**src/rtl/fetch_unit.sv**
```systemverilog
// rtl/fetch_unit.sv - MIPS instruction fetch stage: PC, imem request, IF/ID register.
// Optional J/JAL pre-decode at fetch is enabled by defining FETCH_EARLY_JUMP_EN.
module fetch_unit #(
    parameter logic [31:0] RESET_PC = 32'h0000_00A0
) (
    input  logic        clk,
    input  logic        rst_n,
    output logic [31:0] imem_addr,
    input  logic [31:0] imem_instr,
    input  logic        redirect_valid,
    input  logic [31:0] redirect_pc,
    output logic        id_valid,
    input  logic        id_ready,
    output logic [31:0] id_instr,
    output logic [31:0] id_pc,
    output logic [31:0] id_pc_plus4
);

    logic [31:0] pc_q, pc_d;
    logic [31:0] pc_plus4;
    logic        advance;
    logic        early_jump;
    logic        id_valid_q;
    logic [31:0] id_instr_q, id_pc_q, id_pc_plus4_q;

    assign pc_plus4 = pc_q + 32'd4;
    assign advance  = !id_valid_q || id_ready;

`ifdef FETCH_EARLY_JUMP_EN
    // J is opcode 000010, JAL is 000011: they differ only in bit 26.
    assign early_jump = (imem_instr[31:27] == 5'b00001);
`else
    assign early_jump = 1'b0;
`endif

    always_comb begin
        pc_d = pc_q;
        if (redirect_valid) begin
            pc_d = {redirect_pc[31:2], 2'b00};
        end else if (advance) begin
            if (early_jump) begin
                pc_d = {pc_plus4[31:28], imem_instr[25:0], 2'b00};
            end else begin
                pc_d = pc_plus4;
            end
        end
    end

    always_ff @(posedge clk or negedge rst_n) begin
        if (!rst_n) begin
            pc_q          <= RESET_PC;
            id_valid_q    <= 1'b0;
            id_instr_q    <= 32'd0;
            id_pc_q       <= 32'd0;
            id_pc_plus4_q <= 32'd0;
        end else begin
            pc_q <= pc_d;
            if (redirect_valid) begin
                id_valid_q <= 1'b0;
            end else if (advance) begin
                id_valid_q    <= 1'b1;
                id_instr_q    <= imem_instr;
                id_pc_q       <= pc_q;
                id_pc_plus4_q <= pc_plus4;
            end
        end
    end

    assign imem_addr   = pc_q;
    assign id_valid    = id_valid_q;
    assign id_instr    = id_instr_q;
    assign id_pc       = id_pc_q;
    assign id_pc_plus4 = id_pc_plus4_q;

endmodule
```
**config.mk**
```make
export PLATFORM = sky130hd
export DESIGN_NAME = fetch_unit
export DESIGN_NICKNAME = d
export VERILOG_FILES = /design/src/rtl/fetch_unit.sv
export SDC_FILE = /design/constraint.sdc
export NUM_CORES = 1
export LEC_CHECK = 0
export ABC_AREA = 1
export BUFFER_PORTS_ARGS = -buffer_cell sky130_fd_sc_hd__buf_2
export CAP_MARGIN = 25
export CORE_MARGIN = 4
export CORE_UTILIZATION = 54
export DETAILED_ROUTE_END_ITERATION = 10
export GPL_ROUTABILITY_DRIVEN = 0
export GPL_TIMING_DRIVEN = 0
export HOLD_SLACK_MARGIN = 0.02
export PLACE_DENSITY = 0.83
export SLEW_MARGIN = 20
export SYNTH_ARGS = -nofsm -noshare
export SYNTH_HDL_FRONTEND = slang
export SYNTH_SLANG_ARGS = --single-unit
export TNS_END_PERCENT = 1
```
**constraint.sdc**
```tcl
create_clock -name clk -period 2.7 [get_ports clk]
set_clock_uncertainty 0.15 [all_clocks]
set_input_delay 0.54 -clock clk [delete_from_list [all_inputs] [get_ports clk]]
set_output_delay 0.54 -clock clk [all_outputs]
set_load 0.005 [all_outputs]
```
==> impl_results.md, run 1 <==
* Status: completed
* Clock Tree Buf Depth at 2
* Reg2reg end: imem_addr[22]$_DFFE_PN0N_
* Final Critical Period at 1.943 ns
* Worst setup path end: imem_addr[7]
* LEAKAGE at 3.990 nW
* Die extent in y at 108.7 µm
* Setup Fix Bufs, Post-CTS at 0
* Seq/Total Area, Yosys at 56.26%
* Slowest Stage Delay on Critical Path at 0.60 ns
* Pre-Repair DR Iteration Count at 5
* Mapped Cells at 669
* Final TNS setup at 0 ns
* Crit start category: flip-flop
* Drt wl/cell at 15.68 µm
* DRC viols at 0
* Final Power at 5.238 mW
* Vias at 5404
* CTS tree: built
* Async SR Flop Fraction at 100.0%
* Io pins at 197
* Via-per-instance ratio at 5.252
* Core ar. at 9819 µm²
* Crit Path Class: reg -> out
* Crit-path slowest cell: dfstp_2
* Area leader, netlist: dfrtp_1
* Nets at 952
* Initial antenna violation count at 0
* Max Cap Viol at 0
* Die extent in x at 108.7 µm
* Critical Path AT at 1.25 ns
* Number of diodes at 0
* Crit share post-route at 71.96%
* Reg2reg setup slack at 0.81 ns
* RSZ-0062 raised after global routing: no
* Top-count cell post-synth: nand2_1
* Port Buf Inserts at 188
* Cts repair resizes at 0
* Post-synth top flop: dfrtp_1
* Largest cells by area after synthesis: dfrtp_1 55%, nand2_1 22%, nand3_1 4.3%, o21ai_0 2.5%, a22oi_1 2.2%
* Max_slew headroom at 52.80%
* First-pass GRT wire length at 25740 µm
* Post-synth EDFFs at 0
* Worst reg2reg path startpoint: imem_addr[2]$_DFFE_PN0N_
* Final Setup Violations at 0
* FILL cells at 804
* Share of the synthesized area in the top cell type at 55.30%
* Row count at 36
* Cts bufs inserted at 17
* Yosys warns at 0
* Vias in the first global route at 5261
* Grt ovf at 0
* Commonest cells post-synth: 318 x nand2_1, 121 x dfrtp_1, 47 x nand3_1
* Initial Util at 55.76%
* Fin util at 73.23%
* Register area at 3080 µm²
* Pin count of the biggest net entering global routing at 79
* Syn Area/Cell at 8.184 µm²
* Area grow syn2layout at 31.33%
* CP max FO at 6
* Critical Path Sink Type: output port
* Max-slew violations at 0
* CP Cell Sequence: buf_2
* Routed wire length at 16140 µm
* Slew @ Worst Pin at 0.7080 ns
* Fmax achieved at 0.5147 GHz
* Fraction of layout cells with a size suffix above 1 at 29.58%
* Root buf cell: clkbuf_8
* Worst R2R Path Depth at 8
* DRT iter0 DRCs at 486
* Worst Path Buf+Inv at 1
* CTS Hold Bufs at 1
* Mapped cell area at 5475 µm²
* Clock slew at reported path FFs at 0.06 ns
* Total GRT Usage at 28.40%
* Clock Latency Late Sink at 0.52 ns
* FF+latch count, synth at 123
* Final HPWL DP at 11800 µm
* Worst EP required at 2.01 ns
* Routed Antenna Nets at 0
* Clock sinks at 123
* Crit. Startpoint: imem_addr[7]$_DFFE_PN1N_
* IR drop worst, VDD at 0.4214 mV
* Power per cell area at 728.4 nW/µm²
* HP Class: in -> reg
* Multi-input logic area at 2113 µm²
* Die area at 11810 µm²
* Yosys cell types at 26
* Final Hold Vio Count at 0
* Critical Path Stages at 1
* CP delay by family, top: flip-flops
* H-Tree Depth at 4
-- registers in the layout, indices dropped and copies added, names as in the netlist --
| signal | count |
|---|---|
| id_valid | 1 |
| id_instr | 32 |
| imem_addr | 30 |
| id_pc | 30 |
| id_pc_plus4 | 30 |
-- placed cells by master (no fill, tap or decap), drive strengths merged --
cell type / count
a21oi: 3
a22oi: 16
and2: 2
buf: 213
bufinv: 2
clkbuf: 32
clkinv: 7
clkinvlp: 1
conb: 6
dfrtp: 121
dfstp: 2
dlygate4sd3: 1
ha: 1
inv: 34
nand2: 324
nand3: 49
nor2: 42
o21ai: 35
or2: 1
xnor2: 1
xor2: 3
-- worst min-delay path by stage --
stage                                         from                       end  cells after the start
after floorplan                              rst_n   id_instr[0]$_DFFE_PN0P_                      0
after global placement    id_instr[10]$_DFFE_PN0P_  id_instr[10]$_DFFE_PN0P_                      2
after detailed placement  id_instr[26]$_DFFE_PN0P_  id_instr[26]$_DFFE_PN0P_                      2
after CTS                           imem_instr[25]  id_instr[25]$_DFFE_PN0P_                      3
after global routing                imem_instr[23]  id_instr[23]$_DFFE_PN0P_                      3
final                               imem_instr[25]  id_instr[25]$_DFFE_PN0P_                      3
-- area by class of cell --
cell class	instances	area share (%)
buffer	32	2.297
clock buffer	24	6.403
clock inverter	8	1.288
inverter	36	1.879
multi-input combinational	483	29.39
sequential	123	42.84
tap	133	2.314
timing repair buffer	190	13.59
-- layer usage --
layer  wire length [µm]  global-route usage [%]
met5                  0                       0
met4                442                   11.90
met3               1669                   8.881
met2               7545                   44.97
met1               6479                   36.37
-- logic make-up (layout without fill, tap and decap cells) --
family                   count (synthesis)  count (layout)  synth area share, %
AND/OR/NAND/NOR                        418             418                31.65
flip-flops                             123             123                56.26
buffers and inverters                   68             290                5.485
AO/OA/AOI/OAI                           54              54                5.667
XOR/XNOR                                 4               4               0.6400
adder cells (fa/ha/maj)                  1               1               0.2285
other                                    1               6              0.06849
-- report_power, final --
part | internal, mW | switching (mW)
logic | 0.352 | 0.462
registers | 2.09 | 0.196
clock network | 1.35 | 0.786
-- metrics by stage --
| step | std cells | setup WS [ns] | hold slack, ns | cell area [µm²] |
|---|---|---|---|---|
| after floorplan | 674 | 1.147 | 0.09441 | 5494 |
| after detailed placement | 996 | 0.7826 | 0.3111 | 6628 |
| final | 1029 | 0.7570 | 0.06509 | 7191 |
| after global placement | 995 | -0.4886 | 0.3076 | 6601 |
| after global routing | 1029 | 0.7250 | 0.05217 | 7191 |
| after CTS | 1029 | 0.7474 | 0.04815 | 7191 |
(Power assumes the default switching activity.)
==> run 2: changes to the inputs <==
- CORE_UTILIZATION: 54 -> 50
- PLACE_DENSITY: 0.83 -> 0.77
- clock period: 2.7 -> 1.8 ns (I/O delays scaled with it)
==> run 2 against run 1 <==
Flip-flop and latch count unchanged. Largest cell class unchanged. Largest power group is now clock. Wire length rose by 12%. Critical endpoint is now id_pc_plus4[28]$_DFFE_PN0P_. Utilization increased by 3.1 points. Clock-buffer cell count decreased by 4. Via count rose by 5.8%. Register-to-register slack worse by 0.78 ns. Final area is 12% higher.
==> impl_results.md, run 2 (synthesis gave the netlist of run 1 again) <==
* Routed Antenna Nets at 0
* Total GRT Usage at 28.75%
* LEAKAGE at 4.308 nW
* Worst Path Buf+Inv at 0
* CP delay by family, top: simple AND/OR/NAND/NOR gates
* Setup Fix Bufs, Post-CTS at 0
* Non-filler cells, final at 1094
* Fraction of layout cells with a size suffix above 1 at 29.33%
* Die area at 12690 µm²
* Die extent in y at 112.6 µm
* Critical Path AT at 2.04 ns
* Cell Area, Placed at 6639 µm²
* Routed wire length at 18100 µm
* Most frequent cells in the layout: 318 x nand2_1, 203 x buf_2, 117 x dfrtp_1
* Max reg flops at 32
* Row count at 37
* Crit start category: flip-flop
* DRC viols at 0
* Status: completed
* Highest Signal Layer: met4
* Crit share post-route at 98.58%
* Final Hold Vio Count at 0
* Routed met2 length at 8912 µm
* Critical Path Sink Type: flip-flop
* IR drop worst, VDD at 0.6268 mV
* HP Class: in -> async
* Worst EP required at 2.06 ns
* RSZ-0062 raised after global routing: yes
* Slew @ Worst Pin at 0.6367 ns
* Die extent in x at 112.6 µm
* Drt wl/cell at 16.54 µm
* Port Buf Inserts at 188
* Io pins at 197
* Via-per-instance ratio at 5.227
* Power per cell area at 1093 nW/µm²
* Met3 WL at 1691 µm
* Root buf cell: clkbuf_8
* Cts bufs inserted at 17
* Nets at 1015
* Crit-path slowest cell: dfrtp_2
* Number of diodes at 0
* Fin util at 76.31%
* Core ar. at 10510 µm²
* Final Critical Period at 1.774 ns
* Final Setup Violations at 0
* Slowest Stage Delay on Critical Path at 0.45 ns
* Vias at 5718
* Initial Util at 52.10%
* Max_slew headroom at 57.55%
* Area grow syn2layout at 46.46%
* CTS tree: built
* Crit Path Class: reg -> reg
* Max Cap Viol at 0
* Clock Latency Late Sink at 0.53 ns
* Vias in the first global route at 5957
* Grt ovf at 0
* Final TNS setup at 0 ns
* CP Cell Sequence: ha_4 -> nand2_2 -> nor2_4 -> nand2_4 -> nor2_4 -> nand3_1 -> nand3_1 -> nand2_1
* Final instance area at 8019 µm²
* Final HPWL DP at 11960 µm
* Fmax achieved at 0.5635 GHz
* CP max FO at 7
* Clock sinks at 123
* Clock slew at reported path FFs at 0.06 ns
* Pre-Repair DR Iteration Count at 5
* Initial antenna violation count at 0
* Clock Tree Buf Depth at 2
* Pin count of the biggest net entering global routing at 65
* Max-slew violations at 0
* H-Tree Depth at 4
* Placed insts at 999
* First-pass GRT wire length at 29120 µm
* Commonest non-fill, non-tap cell in the layout: nand2_1
* DRT iter0 DRCs at 403
* M1 WL at 7184 µm
run 2: cell count changes in the layout (fill, tap and decap cells not counted), moves of 5 or more:
| cell | previous run | this run |
|---|---|---|
| clkinv_2 | 5 | 0 |
| dlygate4sd3_1 | 1 | 64 |
| bufinv_16 | 2 | 7 |
| clkbuf_1 | 13 | 7 |
run 2: what timing repair did:
item,CTS,global route
pin swaps,0,4
setup endpoints to repair,7,54
hold buffers,64,0
gates resized for setup,2,21
cloned,0,0
hold endpoints to repair,126,0
run 2: cell type report:
cell class                 count  area (µm²)
sequential                   123        3085
fill                         768        2490
multi-input combinational    483        2163
timing repair buffer         253        1615
clock buffer                  20       435.4
clock inverter                11       241.5
buffer                        32       172.7
tap                          136       170.2
inverter                      36       135.1
run 2: final timing paths:
check                                    startpoint                           to  slack, ns  cells after the start
hold / removal                                rst_n  id_pc_plus4[12]$_DFFE_PN0P_       0.25                      2
hold reg to reg             id_instr[6]$_DFFE_PN0P_      id_instr[6]$_DFFE_PN0P_       0.32                      2
min in group clk            id_instr[6]$_DFFE_PN0P_      id_instr[6]$_DFFE_PN0P_       0.32                      2
setup / recovery           imem_addr[2]$_DFFE_PN0N_  id_pc_plus4[28]$_DFFE_PN0P_       0.03                      8
max in group asynchronous                     rst_n     imem_addr[7]$_DFFE_PN1N_       0.48                      3
setup reg to reg           imem_addr[2]$_DFFE_PN0N_  id_pc_plus4[28]$_DFFE_PN0P_       0.03                      8
run 2: worst reg2reg max path, stage by stage (launching register included):
cell and delay, ns:
dfrtp_2 0.45, ha_4 0.16, nand2_2 0.08, nor2_4 0.16, nand2_4 0.14, nor2_4 0.19, nand3_1 0.12, nand3_1 0.14
nand2_1 0.07
run 2: power breakdown:
part	internal, mW	switching, mW	total [mW]
Clock	2.70	1.25	3.95
Sequential	3.14	0.308	3.44
Combinational	0.627	0.743	1.37
Total	6.46	2.30	8.76
run 2: stage by stage:
step           worst slack [ns]  hold WS [ns]  total power [mW]
2_1_floorplan            0.2474      -0.08559             3.968
4_1_cts                 0.01482        0.2615             8.725
6_report                0.02553        0.2473             8.763
5_1_grt                -0.07198        0.3193             9.104
3_3_place_gp             -1.251        0.3073             4.626
3_5_place_dp          -0.007847        0.2384             4.681
run 2: routing by layer:
metal  track usage [%]  vias to the layer above
met3             8.302                       31
met1             35.07                     2734
met5                 0                        -
li1                  -                     2650
met2             48.78                      303
met4             10.10                        0
==> run 3: changes to the inputs <==
- ABC_AREA: 1 -> 0
- CORE_UTILIZATION: 50 -> 51
- GPL_TIMING_DRIVEN: 0 -> default
- PLACE_DENSITY: 0.77 -> 0.78
==> run 3 against run 2 <==
The flow now finishes with violations (negative setup slack). Clock power is 11% lower. Sequential power decreased by 3%. Hold slack got worse by 0.21 ns. Setup slack worse by 0.30 ns. Largest cell class unchanged. Highest routed layer unchanged.
==> impl_results.md, run 3 <==
* Seq/Total Area, Yosys at 53.15%
* FF+latch count, synth at 123
* Final Power at 8.537 mW
* Share of the synthesized area in the top cell type at 52.25%
* Initial antenna violation count at 0
* Yosys cell types at 48
* CP max FO at 4
* Pin count of the biggest net entering global routing at 74
* Drt wl/cell at 17.62 µm
* Top-count cell post-synth: nand2_1
* Failing checks: negative setup slack
* Post-synth EDFFs at 0
* Crit Path Class: reg -> reg
* Mapped cell area at 5796 µm²
* Die area at 13130 µm²
* Final HPWL DP at 12450 µm
* Routed wire length at 19680 µm
* Final Setup Violations at 41
* Yosys warns at 0
* Grt ovf at 0
* Io pins at 197
* Die extent in y at 114.6 µm
* Largest cells by area after synthesis: dfrtp_1 52%, nand2_1 15%, or4_1 2.8%, xnor2_1 2.6%, o21ai_0 2.5%
* Crit-path slowest cell: or4_4
* RSZ-0062 raised after global routing: yes
* Area leader, netlist: dfrtp_1
* Post-synth top flop: dfrtp_1
* Clock Tree Buf Depth at 2
* CP Cell Sequence: nand4_1 -> or4_4 -> or4_1 -> a31oi_1
* Via-per-instance ratio at 5.662
* Root buf cell: clkbuf_16
* Commonest non-fill, non-tap cell in the layout: nand2_1
* Max-slew violations at 0
* First-pass GRT wire length at 30520 µm
* Vias at 6325
* Multi-input logic area at 2680 µm²
* Post-route setup slack at -0.2706 ns
* Fmax achieved at 0.4829 GHz
* Final instance area at 8857 µm²
* Most frequent cells in the layout: 231 x nand2_1, 187 x buf_2, 120 x dfrtp_1
* Clock slew at reported path FFs at 0.06 ns
* Clock Latency Late Sink at 0.41 ns
* Crit start category: flip-flop
* FILL cells at 678
* Non-filler cells, final at 1117
* H-Tree Depth at 4
* Worst EP required at 1.98 ns
* Fraction of layout cells with a size suffix above 1 at 37.77%
* Clock sinks at 123
* Core ar. at 10980 µm²
* Placed insts at 1031
* Pre-Repair DR Iteration Count at 5
* Final Critical Period at 2.071 ns
* Syn Area/Cell at 8.794 µm²
* DRT iter0 DRCs at 556
* Status: finished, violations left
* Slowest Stage Delay on Critical Path at 0.59 ns
* Row count at 38
* Critical Path AT at 2.25 ns
* Commonest cells post-synth: 234 x nand2_1, 121 x dfrtp_1, 35 x clkbuf_1, 35 x nor2_1, 29 x o21ai_0
* Mapped Cells at 659
* HP Class: in -> reg
* Crit share post-route at 115.0%
* Initial Util at 52.77%
* Cts bufs inserted at 17
* Max Cap Viol at 0
* Port Buf Inserts at 188
* Total GRT Usage at 29.35%
* Final Hold Vio Count at 0
* Area grow syn2layout at 52.83%
* Max reg flops at 32
* Die extent in x at 114.6 µm
* CTS tree: built
* Routed Antenna Nets at 0
* Async SR Flop Fraction at 100.0%
* Vias in the first global route at 6250
* Power per cell area at 963.9 nW/µm²
* LEAKAGE at 4.354 nW
* Number of diodes at 0
* IR drop worst, VDD at 0.6793 mV
* Cell Area, Placed at 7466 µm²
* DRC viols at 0
* Nets at 1033
* Critical Path Sink Type: flip-flop
* Register area at 3082 µm²
## run 3: cell count changes after synthesis, moves of 22 or more
cell / delta
nand2_1: -84
clkbuf_1: +27
inv_1: -28
or4_1: +22
a31oi_1: +22
nand3_1: -31
## run 3: kinds of logic after synthesis
| family | Yosys count | share of synthesized area, % |
|---|---|---|
| compound gates | 88 | 9.909 |
| xor+xnor | 22 | 3.325 |
| fa+ha+maj | 1 | 0.2159 |
| buf+inv | 60 | 4.814 |
| flops | 123 | 53.15 |
| mux | 2 | 0.3670 |
| other cells | 1 | 0.06470 |
| simple gates | 362 | 28.15 |
## run 3: stage by stage
step | setup slack, ns | hold slack (ns) | TNS (ns) | util (%)
3_3_place_gp | -0.2214 | 0.2305 | -4.187 | 67.98
2_1_floorplan | -0.2561 | -0.08559 | -5.826 | -
3_5_place_dp | -0.2871 | 0.2374 | -5.726 | 67.98
5_1_grt | -0.3178 | 0.03475 | -8.957 | 80.64
4_1_cts | -0.2172 | 0.02431 | -3.885 | 79.11
6_report | -0.2706 | 0.03588 | -6.307 | 80.64
## run 3: worst max-delay path, delay by kind of cell, from the launching register on
family	cells	cell delay, ns
AOI/OAI and AO/OA	1	0.18
and+or+nand+nor	3	1.29
DFF	1	0.37
## run 3: timing repair
action / CTS / global route
setup buffers: 4 / 3
endpoints found under the setup margin: 41 / 47
hold buffers: 45 / 0
resized for setup: 34 / 21
pin swaps: 21 / 18
cloned: 0 / 2
endpoints found under the hold margin: 165 / 0
## run 3: final cells by class
class                      count  area share [%]
multi-input combinational    481           30.26
clock buffer                  21           5.311
inverter                       5          0.2119
tap                          140           1.978
timing repair buffer         336           25.82
sequential                   123           34.79
clock inverter                11           1.625
## run 3: final timing paths
check / from / end / slack (ns) / cells after the start
min reg2reg: id_pc[20]$_DFFE_PN0P_ / id_pc[20]$_DFFE_PN0P_ / 0.32 / 2
max: imem_addr[20]$_DFFE_PN0N_ / id_pc_plus4[31]$_DFFE_PN0P_ / -0.27 / 4
min in group asynchronous: rst_n / id_pc[22]$_DFFE_PN0P_ / 0.34 / 3
min: redirect_pc[12] / imem_addr[12]$_DFFE_PN0N_ / 0.04 / 3
max in group asynchronous: rst_n / imem_addr[5]$_DFFE_PN1N_ / 0.76 / 3
max reg2reg: imem_addr[20]$_DFFE_PN0N_ / id_pc_plus4[31]$_DFFE_PN0P_ / -0.27 / 4
## run 3: where the power goes
| group | switching, mW | total, mW | internal [mW] |
|---|---|---|---|
| sequential | 0.219 | 3.34 | 3.12 |
| clock | 1.22 | 3.50 | 2.28 |
| combinational | 0.905 | 1.70 | 0.794 |
| total | 2.34 | 8.54 | 6.20 |
## run 3: per-layer routing
layer,GRT usage (%),vias up,wire [µm]
li1,-,2852,-
met1,37.06,3011,7654
met2,49.17,405,9678
met3,7.082,57,1864
met4,10.69,0,478
met5,0,-,0
